===== config.mk =====
export PLATFORM = sky130hd
export DESIGN_NAME = muldiv_sequencer
export DESIGN_NICKNAME = d
export VERILOG_FILES = /design/src/rtl/mips_pkg.sv /design/src/rtl/muldiv_datapath.sv /design/src/rtl/muldiv_sequencer.sv
export SDC_FILE = /design/constraint.sdc
export NUM_CORES = 1
export LEC_CHECK = 0
export ABC_AREA = 1
export CORE_MARGIN = 5
export CORE_UTILIZATION = 25
export CTS_CLUSTER_SIZE = 40
export DETAILED_ROUTE_END_ITERATION = 16
export SLEW_MARGIN = 0
export SYNTH_ARGS = -nofsm -noshare
export SYNTH_HDL_FRONTEND = slang
export SYNTH_HIERARCHICAL = 1
export SYNTH_SLANG_ARGS = --single-unit

===== constraint.sdc =====
create_clock -name clk -period 4.07 [get_ports clk]
set_input_delay 0.814 -clock clk [delete_from_list [all_inputs] [get_ports clk]]
set_output_delay 0.814 -clock clk [all_outputs]
set_load 0.005 [all_outputs]

===== src/rtl/mips_pkg.sv =====
// Shared MIPS HI/LO unit definitions: funct encodings, sequencer states and
// the default operand width.
package mips_pkg;

    localparam int XLEN_DEFAULT = 32;

    localparam logic [5:0] FN_MULT  = 6'b011000;
    localparam logic [5:0] FN_MULTU = 6'b011001;
    localparam logic [5:0] FN_DIV   = 6'b011010;
    localparam logic [5:0] FN_DIVU  = 6'b011011;
    localparam logic [5:0] FN_MFHI  = 6'b010000;
    localparam logic [5:0] FN_MTHI  = 6'b010001;
    localparam logic [5:0] FN_MFLO  = 6'b010010;
    localparam logic [5:0] FN_MTLO  = 6'b010011;

    typedef enum logic [1:0] {
        ST_IDLE = 2'd0,
        ST_CALC = 2'd1,
        ST_FIX  = 2'd2
    } state_t;

    function automatic logic is_iter_op(input logic [5:0] f);
        return (f == FN_MULT) || (f == FN_MULTU) || (f == FN_DIV) || (f == FN_DIVU);
    endfunction

endpackage


===== src/rtl/muldiv_datapath.sv =====
// Iterative magnitude datapath: one shift-add multiply step or one restoring
// shift-subtract divide step per enabled cycle.
module muldiv_datapath
    import mips_pkg::*;
#(
    parameter int XLEN = XLEN_DEFAULT
) (
    input  logic            clk,
    input  logic            rst_n,
    input  logic            i_load,
    input  logic            i_step,
    input  logic            i_is_div,
    input  logic [XLEN-1:0] i_op_a,
    input  logic [XLEN-1:0] i_op_b,
    output logic [XLEN-1:0] o_upper,
    output logic [XLEN-1:0] o_lower
);

    // r_acc: partial product high half / partial remainder; r_q: multiplier / quotient
    logic [XLEN:0]   r_acc;
    logic [XLEN-1:0] r_q;
    logic [XLEN-1:0] r_m;

    logic [XLEN:0] w_add;
    logic [XLEN:0] w_shl;
    logic [XLEN:0] w_sub;

    always_comb begin
        w_add = r_acc + (r_q[0] ? {1'b0, r_m} : {(XLEN+1){1'b0}});
        w_shl = {r_acc[XLEN-1:0], r_q[XLEN-1]};
        w_sub = w_shl - {1'b0, r_m};
    end

    always_ff @(posedge clk) begin
        if (!rst_n) begin
            r_acc <= '0;
            r_q   <= '0;
            r_m   <= '0;
        end else if (i_load) begin
            r_acc <= '0;
            r_q   <= i_op_a;
            r_m   <= i_op_b;
        end else if (i_step) begin
            if (i_is_div) begin
                // Top bit of the difference set means the trial subtract went negative: restore
                if (!w_sub[XLEN]) begin
                    r_acc <= w_sub;
                    r_q   <= {r_q[XLEN-2:0], 1'b1};
                end else begin
                    r_acc <= w_shl;
                    r_q   <= {r_q[XLEN-2:0], 1'b0};
                end
            end else begin
                r_acc <= {1'b0, w_add[XLEN:1]};
                r_q   <= {w_add[0], r_q[XLEN-1:1]};
            end
        end
    end

    assign o_upper = r_acc[XLEN-1:0];
    assign o_lower = r_q;

endmodule


===== src/rtl/muldiv_sequencer.sv =====
// MIPS HI/LO unit: sequences iterative mult/div, applies sign correction and
// owns the architectural HI/LO registers plus decode stall.
module muldiv_sequencer
    import mips_pkg::*;
#(
    parameter int XLEN = XLEN_DEFAULT
) (
    input  logic            clk,
    input  logic            rst_n,
    input  logic            start,
    input  logic [5:0]      funct,
    input  logic [XLEN-1:0] srcA,
    input  logic [XLEN-1:0] srcB,
    input  logic            flush,
    output logic            stall,
    output logic            busy,
    output logic            done,
    output logic            div0,
    output logic [XLEN-1:0] rd_data,
    output logic [XLEN-1:0] hi,
    output logic [XLEN-1:0] lo
);

    localparam int CW = (XLEN > 1) ? $clog2(XLEN) : 1;

    state_t          r_state;
    logic [CW-1:0]   r_cnt;
    logic [XLEN-1:0] r_hi;
    logic [XLEN-1:0] r_lo;
    logic [XLEN-1:0] r_dividend;
    logic            r_is_div;
    logic            r_neg_q;
    logic            r_neg_r;
    logic            r_div_zero;
    logic            r_busy;
    logic            r_done;

    logic            w_signed;
    logic            w_iter;
    logic            w_neg_a;
    logic            w_neg_b;
    logic            w_load;
    logic            w_step;
    logic [XLEN-1:0] w_abs_a;
    logic [XLEN-1:0] w_abs_b;
    logic [XLEN-1:0] w_upper;
    logic [XLEN-1:0] w_lower;
    logic [2*XLEN-1:0] w_prod;
    logic [XLEN-1:0] w_res_hi;
    logic [XLEN-1:0] w_res_lo;

    always_comb begin
        w_signed = ~funct[0];
        w_iter   = is_iter_op(funct);
        w_neg_a  = w_signed & srcA[XLEN-1];
        w_neg_b  = w_signed & srcB[XLEN-1];
        w_abs_a  = w_neg_a ? -srcA : srcA;
        w_abs_b  = w_neg_b ? -srcB : srcB;
        w_load   = (r_state == ST_IDLE) && start && !flush && w_iter;
        w_step   = (r_state == ST_CALC) && !flush;
    end

    muldiv_datapath #(
        .XLEN(XLEN)
    ) u_datapath (
        .clk      (clk),
        .rst_n    (rst_n),
        .i_load   (w_load),
        .i_step   (w_step),
        .i_is_div (r_is_div),
        .i_op_a   (w_abs_a),
        .i_op_b   (w_abs_b),
        .o_upper  (w_upper),
        .o_lower  (w_lower)
    );

    // Signed results are rebuilt from the magnitude result in the FIX cycle
    always_comb begin
        w_prod   = {w_upper, w_lower};
        w_res_hi = '0;
        w_res_lo = '0;
        if (r_is_div) begin
            if (r_div_zero) begin
                w_res_hi = r_dividend;
                w_res_lo = '1;
            end else begin
                w_res_hi = r_neg_r ? -w_upper : w_upper;
                w_res_lo = r_neg_q ? -w_lower : w_lower;
            end
        end else begin
            if (r_neg_q) begin
                w_prod = -w_prod;
            end
            w_res_hi = w_prod[2*XLEN-1:XLEN];
            w_res_lo = w_prod[XLEN-1:0];
        end
    end

    always_ff @(posedge clk) begin
        if (!rst_n) begin
            r_state    <= ST_IDLE;
            r_cnt      <= '0;
            r_hi       <= '0;
            r_lo       <= '0;
            r_dividend <= '0;
            r_is_div   <= 1'b0;
            r_neg_q    <= 1'b0;
            r_neg_r    <= 1'b0;
            r_div_zero <= 1'b0;
            r_busy     <= 1'b0;
            r_done     <= 1'b0;
        end else begin
            r_done <= 1'b0;
            case (r_state)
                ST_IDLE: begin
                    if (start && !flush) begin
                        if (w_iter) begin
                            r_state    <= ST_CALC;
                            r_cnt      <= CW'(XLEN - 1);
                            r_busy     <= 1'b1;
                            r_is_div   <= funct[1];
                            r_neg_q    <= w_neg_a ^ w_neg_b;
                            r_neg_r    <= w_neg_a;
                            r_div_zero <= funct[1] && (srcB == '0);
                            r_dividend <= srcA;
                        end else if (funct == FN_MTHI) begin
                            r_hi <= srcA;
                        end else if (funct == FN_MTLO) begin
                            r_lo <= srcA;
                        end
                    end
                end
                ST_CALC: begin
                    if (flush) begin
                        r_state <= ST_IDLE;
                        r_cnt   <= '0;
                        r_busy  <= 1'b0;
                    end else if (r_cnt == '0) begin
                        r_state <= ST_FIX;
                        r_done  <= 1'b1;
                    end else begin
                        r_cnt <= r_cnt - 1'b1;
                    end
                end
                ST_FIX: begin
                    r_state <= ST_IDLE;
                    r_busy  <= 1'b0;
                    if (!flush) begin
                        r_hi <= w_res_hi;
                        r_lo <= w_res_lo;
                    end
                end
                default: begin
                    r_state <= ST_IDLE;
                    r_busy  <= 1'b0;
                end
            endcase
        end
    end

    // A flush arriving in the FIX cycle suppresses the completion pulse
    assign done    = r_done & ~flush;
    assign div0    = r_done & r_div_zero & ~flush;
    assign busy    = r_busy;
    assign stall   = start & r_busy;
    assign rd_data = (funct == FN_MFHI) ? r_hi : r_lo;
    assign hi      = r_hi;
    assign lo      = r_lo;

endmodule


==> results of run 1 <==
==> layout make-up <==
class / count / area, sq um / share of cell area (%)
well taps: 1040 / 1300 / 5.59
inverters: 466 / 1750 / 7.52
flip-flops and latches: 206 / 4130 / 17.7
multi-input cells: 2599 / 13000 / 55.8
clock inverters: 11 / 194 / 0.834
repair buffers: 227 / 2180 / 9.39
clock buffers: 34 / 731 / 3.14
==> flip-flops by register name (all words and copies together) (netlist names) <==
register,count
u_datapath/r_acc,33
hi,32
busy,1
u_datapath/o_lower,32
u_datapath/r_m,32
r_done,1
r_cnt,5
r_neg_q,1
r_neg_r,1
r_is_div,1
lo,32
r_dividend,32
r_state,2
r_div_zero,1
==> cell families (layout without fill, tap and decap cells) <==
kind of cell / Yosys count / count (layout)
AOI/OAI and AO/OA: 729 / 729
DFF: 206 / 206
and+or+nand+nor: 1685 / 1685
adders and majority gates: 73 / 73
xor gates and xnor gates: 82 / 82
muxes: 30 / 30
buffers and inverters: 631 / 738
==> layer usage <==
| layer | part of all wire [%] | vias to the layer above |
|---|---|---|
| met4 | 4.0 | 0 |
| met3 | 6.5 | 161 |
| met2 | 45 | 862 |
| met5 | 0 | - |
| met1 | 44 | 10600 |
| li1 | - | 11200 |
==> Yosys cell counts (all sizes together) (15+ instances only) <==
library cell | instances | share of area (%)
ha | 71 | 4.5
o21a | 34 | 1.3
nand2 | 937 | 18
a31oi | 52 | 1.7
inv | 463 | 8.8
nand3 | 203 | 5.2
nand4 | 26 | 0.86
o21ai | 317 | 8.2
clkbuf | 81 | 1.5
buf | 84 | 2.6
mux2 | 30 | 1.7
dfxtp | 206 | 21
nor3 | 35 | 1.1
a21oi | 286 | 7.3
nor2 | 450 | 9.1
xnor2 | 15 | 0.67
xor2 | 67 | 3.0
==> layout by cell type (no fill, tap or decap), drive strengths merged, types with 3 or more instances in the layout <==
master	netlist	final
a211oi	3	3
a21o	4	4
a21oi	286	286
a31oi	52	52
and2	7	7
buf	84	55
bufinv	0	5
clkbuf	81	34
clkdlybuf4s50	0	172
clkinv	3	8
dfxtp	206	206
ha	71	71
inv	463	463
mux2	30	30
nand2	937	937
nand3	203	203
nand3b	12	12
nand4	26	26
nor2	450	450
nor3	35	35
nor4	4	4
o211ai	12	12
o21a	34	34
o21ai	317	317
o21bai	7	7
o31ai	9	9
or2	10	10
xnor2	15	15
xor2	67	67
==> worst reg2reg max path: stages (launching register included) <==
cell	delay, ps
dfxtp_1	490
inv_1	100
ha_1	250
fa_1	420
inv_1	140
nand2_1	70
nand3_1	130
nand2_1	80
nand2_2	140
nand2_2	90
nand2_1	90
a21oi_1	70
o21bai_1	220
ha_1	280
inv_1	220
buf_12	220
a21oi_1	100
o21ai_0	90
nand3_1	90
nand2_1	80
inv_1	30
==> worst max path at each step <==
| stage | from | to | depth (start not counted) |
|---|---|---|---|
| 2_1_floorplan | u_datapath/o_lower[31]$_SDFFE_PN0P_ | u_datapath/r_acc[16]$_SDFFE_PP0P_ | 20 |
| 3_3_place_gp | funct[0] | rd_data[12] | 6 |
| 3_5_place_dp | funct[0] | rd_data[11] | 6 |
| 4_1_cts | funct[0] | rd_data[11] | 6 |
| 5_1_grt | u_datapath/o_lower[31]$_SDFFE_PN0P_ | u_datapath/r_acc[15]$_SDFFE_PP0P_ | 20 |
| 6_report | funct[0] | rd_data[11] | 6 |
==> power groups by stage <==
stage	combinational (mW)	sequential, mW	clock [mW]
floorplan	0.615	2.09	0
global placement	1.01	2.10	0
detailed placement	1.01	2.10	0
CTS	1.01	2.06	2.62
global route	1.12	2.06	2.69
finish	1.02	2.06	2.57
==> metrics by stage <==
step	power [mW]	hold slack, ps	utilization [%]
finish	5.65	474	29.9
global route	5.86	499	29.9
CTS	5.69	476	29.9
detailed placement	3.11	462	28.7
global placement	3.11	457	28.7
floorplan	2.71	430	-
==> results_dict.tcl, run 1 <==
set metrics [dict create \
    worstHoldPathType "register to register" \
    endpoint_kind "output pin" \
    viasPerCell 4.98 \
    wl_per_cell_microns 18.7 \
    p_clk_share_pct 45.4 \
    ir_drop_uv 254 \
    ctsResizeCount 0 \
    cp_cell_sequence "clkdlybuf4s50_1 -> inv_1 -> nand4_1 -> buf_12 -> mux2_2 -> clkdlybuf4s50_1" \
    cp_top_family "buffers and inverters" \
    reg2reg_from "u_datapath/o_lower[31]$_SDFFE_PN0P_" \
    syn2layout_area_growth_pct 18.4 \
    layout-drive-gt1-share_pct 6.86 \
    crit_top_cell "clkdlybuf4s50_1" \
    grt_max_degree 65 \
    crit_type "primary input to output pin" \
    worst_slew_pin_slew_ps 808 \
    post_cts_buffers 0 \
    cts_root_buffer "clkbuf_16" \
    io_buffers 173 \
    yosys.area_share.adder_pct 4.73 \
    crit_path_start_kind "primary input" \
    worstPathRequired_ps 3260 \
    reg2reg_depth 20 \
    clock_latency_ps 580 \
    pwr-share-comb_pct 18.1 \
    rr_endpoint "u_datapath/r_acc[13]$_SDFFE_PP0P_" \
    synth_cells 3436 \
    route.detailed.drc 0 \
    fillerInstances 8797 \
    p_per_area_mw_per_mm2 243 \
    status "finished clean" \
    path_max_fanout 34 \
    placedCellCount 4538 \
    grt_use_met2_pct 32.1 \
    hold_depth 2 \
    drt-total-wl_microns 85900 \
    die_h_microns 290 \
    dieArea_sq_mm 0.0843 \
    stdcell_count 4583 \
    grt_usage_pct 19.3 \
    arrival_ps 2730 \
    synth_xor_xnor_area_share_pct 3.66 \
    fmax_mhz 282 \
    synth_area_per_cell_sq_um 5.72 \
    n_antenna_cell 0 \
    dr.first_iter.drc_count 2137 \
    cts_tree "built" \
    hold_viol 0 \
    setup_ws_ps 529 \
    postCtsHoldBufs 0 \
    hold_start "lo[1]$_SDFFE_PN0P_" \
    gp_congestion 0.977 \
    syn_nets 3583 \
    crit_buf_inv 4 \
    seq_power_share_pct 36.4 \
    synth_top_family_by_area "simple AND/OR/NAND/NOR gates" \
    synth_cell_types 50 \
    dp_hpwl_microns 67700 \
    r2r_slack_ps 560 \
    start_util_pct 25.3 \
    hold_end "lo[1]$_SDFFE_PN0P_" \
    slew_violations 0 \
    finClkSkew_ps 21.7 \
    setup_viol 0 \
    clk_pin_slew_worst_paths_ps 60 \
    cp_slowest_cell "clkdlybuf4s50_1" \
    p_leak_nw 11.3 \
    period_needed_ps 3540 \
    finalNetCount 3673 \
    grt_pass1_vias 21200 \
    htreeDepth 1 \
    cts.sinks 206 \
    finalSetupTns_ps 0 \
    slowest_delay_ps 570 \
    synth-warning-count 6 \
    switching_share_pct 30.2 \
    synthMuxAreaShare_pct 1.72 \
    place_area_sq_mm 0.0223 \
    grt_pass1_wl_microns 130000 \
    internal-power_mw 3.94 \
    cts_buffers 26 \
    worst_slew_margin_rel_pct 45.6 \
    timing.final.crit_share_pct 87.0 \
    synth_compound_area_share_pct 20.0 \
    rsz0062_at_grt "no" \
    preCtsSetupSlack_ps 536 \
    coreArea_sq_mm 0.0777 \
    yosysSeqAreaShare_pct 21.0 \
    grtUsageMet3_pct 2.40 \
    vias 22800 \
    die_w_microns 290 \
    synthArstFlopShare_pct 0 \
    antenna_found_initial 0 \
    use_met1_pct 26.1 \
    clockBufferDepth 3 \
    busiest_layer "met2" \
    synth-simple-area-share_pct 35.8 \
    rows 102 \
    dr.pass1.iters 6 \
    p_sw_mw 1.70 \
    antenna_left 0 \
    cap_violations 0 \
    synthFlopType "dfxtp_1" \
    syn_area_sq_mm 0.0196 \
    synth_enable_flop_cells 0 \
    overflow 0 \
    final_area_sq_mm 0.0233 \
    synth_seq_cells 206 \
    io_pins 174 \
]
No activity file was read; power rests on OpenSTA's default activity.
==> run 2, diff against run 1 <==
--- a/config.mk
+++ b/config.mk
@@ -6,8 +6,9 @@
 export NUM_CORES = 1
 export LEC_CHECK = 0
 export ABC_AREA = 1
-export CORE_MARGIN = 5
+export CORE_MARGIN = 2
 export CORE_UTILIZATION = 25
+export CTS_BUF_LIST = sky130_fd_sc_hd__clkbuf_4 sky130_fd_sc_hd__clkbuf_8
 export CTS_CLUSTER_SIZE = 40
 export DETAILED_ROUTE_END_ITERATION = 16
 export SLEW_MARGIN = 0
==> run 2 against run 1 <==
Compared with the run above: total power fell by 9.0%; final area decreased by 0.91%; first-iteration DRC count rose by 1.2%; utilization fell by 0.22 points; largest cell class unchanged; setup slack better by 10 ps; wire length decreased by 0.82%; worst hold slack got worse by 9.4 ps; largest power group is now registers; cell count up 0.28%; sequential share of layout area increased by 0.16 points; global-route usage increased by 1.2 points.
==> results_dict.tcl, run 2 (synthesis gave the netlist of run 1 again) <==
set metrics [dict create \
    status "finished clean" \
    htreeDepth 2 \
    cts_root_buffer "clkbuf_8" \
    coreArea_sq_mm 0.0776 \
    fmax_mhz 283 \
    crit_type "primary input to output pin" \
    finalSetupTns_ps 0 \
    endpoint_kind "output pin" \
    clock_latency_ps 630 \
    io_buffers 173 \
    layout-drive-gt1-share_pct 7.26 \
    stdcell_count 4596 \
    grt_pass1_wl_microns 129000 \
    path_max_fanout 34 \
    setup_ws_ps 539 \
    ir_drop_uv 180 \
    period_needed_ps 3530 \
    cts.sinks 206 \
    dr.first_iter.drc_count 2163 \
    final_util_pct 29.7 \
    dieArea_sq_mm 0.0808 \
    syn2layout_area_growth_pct 17.3 \
    post_cts_buffers 0 \
    largest_register_ffs 33 \
    place_area_sq_mm 0.0223 \
    p_leak_nw 11.2 \
    dr.pass1.iters 6 \
    layout_commonest_cell "nand2_1" \
    worst_slew_margin_rel_pct 40.4 \
    route.detailed.drc 0 \
    setup_viol 0 \
    timing.final.crit_share_pct 86.8 \
    slew_violations 0 \
    finalNetCount 3685 \
    vias 22800 \
    worstPathRequired_ps 3260 \
    rsz0062_at_grt "no" \
    cts_buffers 38 \
    arrival_ps 2720 \
    dp_hpwl_microns 66700 \
    cap_violations 0 \
    final_area_sq_mm 0.0231 \
    viasPerCell 4.95 \
    antenna_left 0 \
    grt_usage_pct 20.5 \
    ctsResizeCount 0 \
    preCtsSetupSlack_ps 545 \
    placedCellCount 4538 \
    crit_path_start_kind "primary input" \
    drt-total-wl_microns 85200 \
    die_h_microns 284 \
    overflow 0 \
    hold_viol 0 \
    start_util_pct 25.3 \
    clk_pin_slew_worst_paths_ps 60 \
    wl_per_cell_microns 18.5 \
    hold_ws_ps 464 \
    worst_slew_pin_slew_ps 884 \
    grt_max_degree 56 \
    grt_pass1_vias 21300 \
    gp_congestion 0.984 \
    final_cell_mix "nand2_1 (908), inv_1 (441), nor2_1 (417)" \
    postCtsHoldBufs 0 \
    rows 102 \
    finClkSkew_ps 45.3 \
    antenna_found_initial 1 \
    clockBufferDepth 3 \
    cts_tree "built" \
    worstHoldPathType "register to register" \
    regMostFlops "u_datapath/r_acc" \
    die_w_microns 284 \
    r2r_slack_ps 610 \
    finalPower_mw 5.14 \
    p_per_area_mw_per_mm2 223 \
    io_pins 174 \
]
## run 2: path summary, 6_finish.rpt
path	startpoint	to	cells past startpoint
setup reg to reg	u_datapath/o_lower[31]$_SDFFE_PN0P_	u_datapath/r_acc[0]$_SDFFE_PP0P_	17
hold reg to reg	r_cnt[4]$_SDFFE_PN0P_	r_cnt[4]$_SDFFE_PN0P_	2
hold / removal	r_cnt[4]$_SDFFE_PN0P_	r_cnt[4]$_SDFFE_PN0P_	2
setup / recovery	funct[0]	rd_data[16]	6
## run 2: layer usage
metal	track usage (%)	share of wire, %	vias up	wire (microns)
li1	-	-	11200	-
met1	27.2	44	10500	37100
met2	33.1	45	864	38400
met3	2.91	7.2	165	6170
met4	8.41	4.2	0	3560
met5	0	0	-	0
## run 2: layout make-up
cell class                 instances  area, sq um
fill                            8919        54500
sequential                       206         4130
antenna                            1         2.50
multi-input combinational       2599        13000
inverter                         466         1750
clock buffer                      51          664
clock inverter                     6         46.3
timing repair buffer             227         2180
tap                             1040         1300
## run 2: critical path, cell delays in order
cell	delay, ps
clkdlybuf4s50_1	560
inv_1	110
nand4_1	160
buf_12	230
mux2_2	360
clkdlybuf4s50_1	460
## run 2: where the power goes
group          internal [mW]  leakage (nW)  switching, mW
Clock                   1.06         0.380           1.00
Combinational          0.337          9.16          0.686
Sequential              2.04          1.66         0.0228
==> run 3, diff against run 2 <==
--- a/config.mk
+++ b/config.mk
@@ -11,6 +11,8 @@
 export CTS_BUF_LIST = sky130_fd_sc_hd__clkbuf_4 sky130_fd_sc_hd__clkbuf_8
 export CTS_CLUSTER_SIZE = 40
 export DETAILED_ROUTE_END_ITERATION = 16
+export HOLD_SLACK_MARGIN = 0.06
+export SKIP_LAST_GASP = 1
 export SLEW_MARGIN = 0
 export SYNTH_ARGS = -nofsm -noshare
 export SYNTH_HDL_FRONTEND = slang
==> results of run 3 <==
Same layout as run 2: the final DEF is identical, and so are final timing and power.
